$ cat src/rtl/pattern_seq.sv
// Programmable step sequencer: a prescaler paces a step index that walks a small
// writable pattern table forward or backward, and the indexed pattern is registered out.
module pattern_seq #(
    parameter int unsigned WIDTH = 8,
    parameter int unsigned DEPTH = 8,
    parameter int unsigned DIV_W = 16,
    localparam int unsigned AW = $clog2(DEPTH)
) (
    input  logic             clk,
    input  logic             rst_n,
    input  logic             ena,
    input  logic             run,
    input  logic             dir,
    input  logic             clr,
    input  logic [AW-1:0]    last_idx,
    input  logic [DIV_W-1:0] div,
    input  logic             wr_en,
    input  logic [AW-1:0]    wr_addr,
    input  logic [WIDTH-1:0] wr_data,
    output logic [WIDTH-1:0] pat_out,
    output logic [AW-1:0]    step_idx,
    output logic             step_tick
);

    logic [DIV_W-1:0] pc_q, pc_d;
    logic [AW-1:0]    step_q, step_d, next_step;
    logic             tick_q, tick_d;
    logic [WIDTH-1:0] pat_q, pat_d;
    logic [WIDTH-1:0] table_q [DEPTH];

    // Power-on pattern set; only defined for 8-bit patterns.
    function automatic logic [WIDTH-1:0] dflt_entry(input int unsigned i);
        logic [7:0] v;
        case (i)
            0:       v = 8'h90;
            1:       v = 8'h18;
            2:       v = 8'h48;
            3:       v = 8'h60;
            4:       v = 8'h24;
            5:       v = 8'h84;
            default: v = 8'h00;
        endcase
        if (WIDTH == 8) return WIDTH'(v);
        return '0;
    endfunction

    always_ff @(posedge clk or negedge rst_n) begin
        if (!rst_n) begin
            for (int unsigned i = 0; i < DEPTH; i++) begin
                table_q[i] <= dflt_entry(i);
            end
        end else if (ena && wr_en) begin
            table_q[wr_addr] <= wr_data;
        end
    end

    // Out-of-range indices (after last_idx shrinks) fold back into the active range.
    always_comb begin
        if (!dir) begin
            next_step = (step_q >= last_idx) ? '0 : step_q + AW'(1);
        end else begin
            next_step = (step_q == '0 || step_q > last_idx) ? last_idx : step_q - AW'(1);
        end
    end

    always_comb begin
        pc_d   = pc_q;
        step_d = step_q;
        tick_d = 1'b0;
        pat_d  = '0;
        if (ena) begin
            pat_d = table_q[step_q];
            if (clr) begin
                pc_d   = '0;
                step_d = '0;
            end else if (!run) begin
                pc_d = '0;
            end else if (pc_q >= div) begin
                // >= rather than == so a shrinking div never wraps the prescaler.
                pc_d   = '0;
                step_d = next_step;
                tick_d = 1'b1;
            end else begin
                pc_d = pc_q + DIV_W'(1);
            end
        end
    end

    always_ff @(posedge clk or negedge rst_n) begin
        if (!rst_n) begin
            pc_q   <= '0;
            step_q <= '0;
            tick_q <= 1'b0;
            pat_q  <= '0;
        end else begin
            pc_q   <= pc_d;
            step_q <= step_d;
            tick_q <= tick_d;
            pat_q  <= pat_d;
        end
    end

    assign pat_out   = pat_q;
    assign step_idx  = step_q;
    assign step_tick = tick_q;

endmodule

$ cat config.mk
export PLATFORM = sky130hd
export DESIGN_NAME = pattern_seq
export DESIGN_NICKNAME = d
export VERILOG_FILES = /design/src/rtl/pattern_seq.sv
export SDC_FILE = /design/constraint.sdc
export NUM_CORES = 1
export LEC_CHECK = 0
export ABC_AREA = 1
export CAP_MARGIN = 10
export CORE_MARGIN = 2
export CORE_UTILIZATION = 28
export CTS_BUF_LIST = sky130_fd_sc_hd__clkbuf_4 sky130_fd_sc_hd__clkbuf_8 sky130_fd_sc_hd__clkbuf_16
export CTS_CLUSTER_DIAMETER = 150
export DETAILED_ROUTE_END_ITERATION = 8
export PLACE_DENSITY = 0.49
export SYNTH_ARGS = -nofsm -noshare
export SYNTH_HDL_FRONTEND = slang
export SYNTH_SLANG_ARGS = --single-unit
$ cat constraint.sdc
create_clock -name clk -period 1.5 [get_ports clk]
set_input_delay 0.3 -clock clk [delete_from_list [all_inputs] [get_ports clk]]
set_output_delay 0.3 -clock clk [all_outputs]
set_load 0.1 [all_outputs]
==> Implementation_results.wiki <==
{| class="wikitable"
! Metric !! Value
|-
| Pin count of the biggest net entering global routing || 31
|-
| Leakage || 3.23 nW
|-
| Transition time at the pin with the least slew margin || 0.514 ns
|-
| Post-synthesis sequential area ratio || 47.0%
|-
| Data required time at the worst endpoint || 1.74 ns
|-
| Die height || 137 um
|-
| Setup repair after global routing missed its margin || true
|-
| Combined area of the multi-input logic cells || 2540 um^2
|-
| Floorplan Core Area || 17,200 um^2
|-
| Initial core utilization || 28.6%
|-
| H-tree depth || 3
|-
| Minimum clock period || 1.78 ns
|-
| Register clock-pin slew on the reported worst setup and hold paths || 0.07 ns
|-
| Post-Layout Cell Count || 936
|-
| Type of the worst setup path || reg2reg
|-
| Sinks on Clock Net || 92
|-
| Type of destination of the critical path || flip-flop
|-
| TritonCTS clock tree || done
|-
| Fraction of the cycle the final worst path needs || 118%
|-
| Register bit total from synthesis || 92
|-
| CP Max Fanout || 5
|-
| GRT Total Usage || 15.8%
|-
| Via count || 4,422
|-
| Run status || finished with violations
|-
| Post-route core utilization || 39.9%
|-
| Worst voltage drop across the vdd grid || 0.583 mV
|-
| Area fraction in compound gates after synthesis || 17.2%
|-
| Warnings from Yosys || 0
|-
| Final setup fails || 22
|-
| Diodes inserted || 0
|-
| First-iteration detailed-routing DRC count || 360
|-
| Post-Syn Area per Cell || 8.22 um^2
|-
| Count of antenna-violating nets left after detailed routing || 0
|-
| Area growth syn-to-layout || 39.5%
|-
| Clock buffer depth || 2
|-
| Max frequency || 563 MHz
|-
| HPWL after DPL || 9.32 mm
|-
| Remaining global-route overflow || 0
|-
| Power density over cell area || 972 nW/um^2
|-
| Slack of the critical path || -0.277 ns
|-
| Finished layout cell area || 6880 um^2
|-
| Total Nets Final || 766
|-
| DRT Pass-1 Iters || 5
|-
| Count of buffers from port buffering || 48
|-
| Register area || 2330 um^2
|-
| Synth Instances || 600
|-
| Fraction of the mapped netlist area in simple logic gates || 21.6%
|-
| Reported max-cap violation count || 0
|-
| Max Slew Vio Count || 0
|-
| Top-level I/O count || 49
|-
| Multiplexer share of the synthesized area || 0%
|-
| XOR/XNOR share of the synthesized area || 1.95%
|-
| Syn_nets || 660
|-
| Die Width || 137 um
|-
| First-pass GRT wire length || 22.6 mm
|-
| Signal arrival time at the worst endpoint || 2.01 ns
|-
| Startpoint class of the critical path || flip-flop
|-
| Final wirelength || 13.9 mm
|-
| Pwr Total || 6.69 mW
|-
| Number of synthesized flops with an enable pin || 0
|-
| Async set-reset flop share out of synthesis || 100%
|-
| Floorplan row count || 48
|-
| Class of the worst hold path || in2async
|-
| Clk_lat worst skew || 0.35 ns
|-
| Remaining routing DRC violations || 0
|-
| Number of failing hold endpoints at the final stage || 0
|-
| Max_slew headroom || 65.6%
|-
| Number of buffers added by the clock tree synthesis step || 9
|-
| Initial antenna violation count || 0
|-
| Syn Std Cell Area || 4930 um^2
|-
| Per-cell routed wire length || 14.8 um
|-
| Number of global-route vias before repair || 4,361
|-
| Fill count || 1,706
|-
| Dominant combinational cell family by area after synthesis || simple AND/OR/NAND/NOR gates
|-
| Post-DR vias/cell || 4.72
|-
| Post-synthesis adder-cell area fraction || 5.84%
|-
| Clk_skew || 0.00936 ns
|-
| Predominant post-synthesis flop cell || sky130_fd_sc_hd__dfrtp_1
|-
| Netlist cell types || 36
|-
| Cell area after placement || 6220 um^2
|-
| Fraction of layout instances using a drive strength above 1 || 25.6%
|-
| Routability Congestion || 0.851
|-
| CTS root buffer || sky130_fd_sc_hd__clkbuf_16
|-
| Cells after DPL || 906
|-
| Die Footprint || 18,700 um^2
|-
| Violated checks || negative setup slack
|}
registers in the layout, summed over array words and instances (netlist names):
register   cells
table_q       64
step_tick      1
pat_out        8
pc_q          16
step_idx       3
metrics by stage:
stage               hold slack, ns  setup TNS, ns  worst slack, ns
global route                 0.457          -6.01           -0.378
detailed placement           0.266         -28.82           -0.769
floorplan                  0.00441          -1.76           -0.206
CTS                          0.435          -5.09           -0.294
finish                       0.423          -4.18           -0.277
global placement             0.253         -26.61           -0.790
cells in the final DEF, fill, tap and decap left out, types with 15 or more instances in the layout:
master | Yosys | routed
sky130_fd_sc_hd__buf_12 | 0 | 18
sky130_fd_sc_hd__buf_4 | 1 | 57
sky130_fd_sc_hd__clkdlybuf4s50_1 | 0 | 33
sky130_fd_sc_hd__dfrtp_1 | 80 | 76
sky130_fd_sc_hd__inv_1 | 51 | 46
sky130_fd_sc_hd__nand2_1 | 143 | 131
sky130_fd_sc_hd__nand2_2 | 4 | 15
sky130_fd_sc_hd__nand3_1 | 19 | 15
sky130_fd_sc_hd__nor2_1 | 62 | 59
sky130_fd_sc_hd__o21ai_0 | 102 | 92
sky130_fd_sc_hd__o21ai_1 | 10 | 19
sky130_fd_sc_hd__o22ai_1 | 16 | 16
final timing paths:
path	from	endpoint	slack [ns]	depth (start not counted)
min	rst_n	pc_q[4]	0.42	2
max	pc_q[11]	step_idx[2]	-0.28	10
min in group clk	table_q[48]	table_q[48]	0.48	2
min reg2reg	table_q[48]	table_q[48]	0.48	2
max reg2reg	pc_q[11]	step_idx[2]	-0.28	10
max in group asynchronous	rst_n	table_q[52]	0.50	3
critical path: stages, from the launching register on:
cell and delay [ns]:
sky130_fd_sc_hd__dfrtp_2 0.45, sky130_fd_sc_hd__ha_4 0.30, sky130_fd_sc_hd__nand2_2 0.05, sky130_fd_sc_hd__inv_2 0.05
sky130_fd_sc_hd__nand3_2 0.08, sky130_fd_sc_hd__nor3_4 0.30, sky130_fd_sc_hd__nand2_2 0.16, sky130_fd_sc_hd__nand3_2 0.09
sky130_fd_sc_hd__nand2_2 0.07, sky130_fd_sc_hd__nand2_1 0.06, sky130_fd_sc_hd__nand2_1 0.05
logic make-up (layout without fill, tap and decap cells):
family                   Yosys count  after routing
AND/OR/NAND/NOR                  247            248
AO/OA/AOI/OAI                    151            151
flip-flops                        92             92
buffers and inverters             76            186
adder cells (fa/ha/maj)           23             23
XOR/XNOR                          11             11
power by group:
| group | switching, mW | internal [mW] | total, mW |
|---|---|---|---|
| clock network | 1.04 | 1.22 | 2.26 |
| logic | 0.714 | 0.565 | 1.28 |
| registers | 0.229 | 2.92 | 3.15 |
| total | 1.98 | 4.70 | 6.69 |
cell type report:
cell class / count / area share (%)
Clock buffer: 11 / 3.58
Clock inverter: 5 / 0.655
Inverter: 54 / 2.98
Multi-Input combinational cell: 433 / 37.0
Sequential cell: 92 / 33.9
Tap cell: 225 / 4.09
Timing Repair Buffer: 116 / 17.8
timing repair:
item | 4_1_cts | 5_1_grt
pin swaps | 10 | 20
hold buffers | 1 | 0
setup endpoints to repair | 23 | 55
endpoints found under the hold margin | 23 | 0
cloned | 2 | 0
setup buffers | 6 | 6
gates resized for setup | 19 | 41
cells in the mapped netlist, types with 7 or more instances:
library cell / number / share of area, %
sky130_fd_sc_hd__o21ai_1: 10 / 1.0
sky130_fd_sc_hd__dfstp_2: 12 / 6.4
sky130_fd_sc_hd__o22ai_1: 16 / 2.0
sky130_fd_sc_hd__o21ai_0: 102 / 10
sky130_fd_sc_hd__nand2_1: 143 / 11
sky130_fd_sc_hd__nand4_1: 7 / 0.89
sky130_fd_sc_hd__nand3_1: 19 / 1.9
sky130_fd_sc_hd__nor2_1: 62 / 4.7
sky130_fd_sc_hd__o21ai_2: 10 / 1.8
sky130_fd_sc_hd__buf_2: 15 / 1.5
sky130_fd_sc_hd__dfrtp_1: 80 / 41
sky130_fd_sc_hd__xnor2_1: 7 / 1.2
sky130_fd_sc_hd__ha_1: 23 / 5.8
sky130_fd_sc_hd__inv_1: 51 / 3.9
routing by layer:
metal  vias to the layer above  global-route usage (%)  wire [um]
met5                         -                       0          0
met4                         0                    4.46        200
met3                        20                    3.81        764
met2                       120                    25.1       6280
met1                      2088                    21.5       6610
li1                       2194                       -          -
Note: power is estimated with default switching activity, not from simulation.
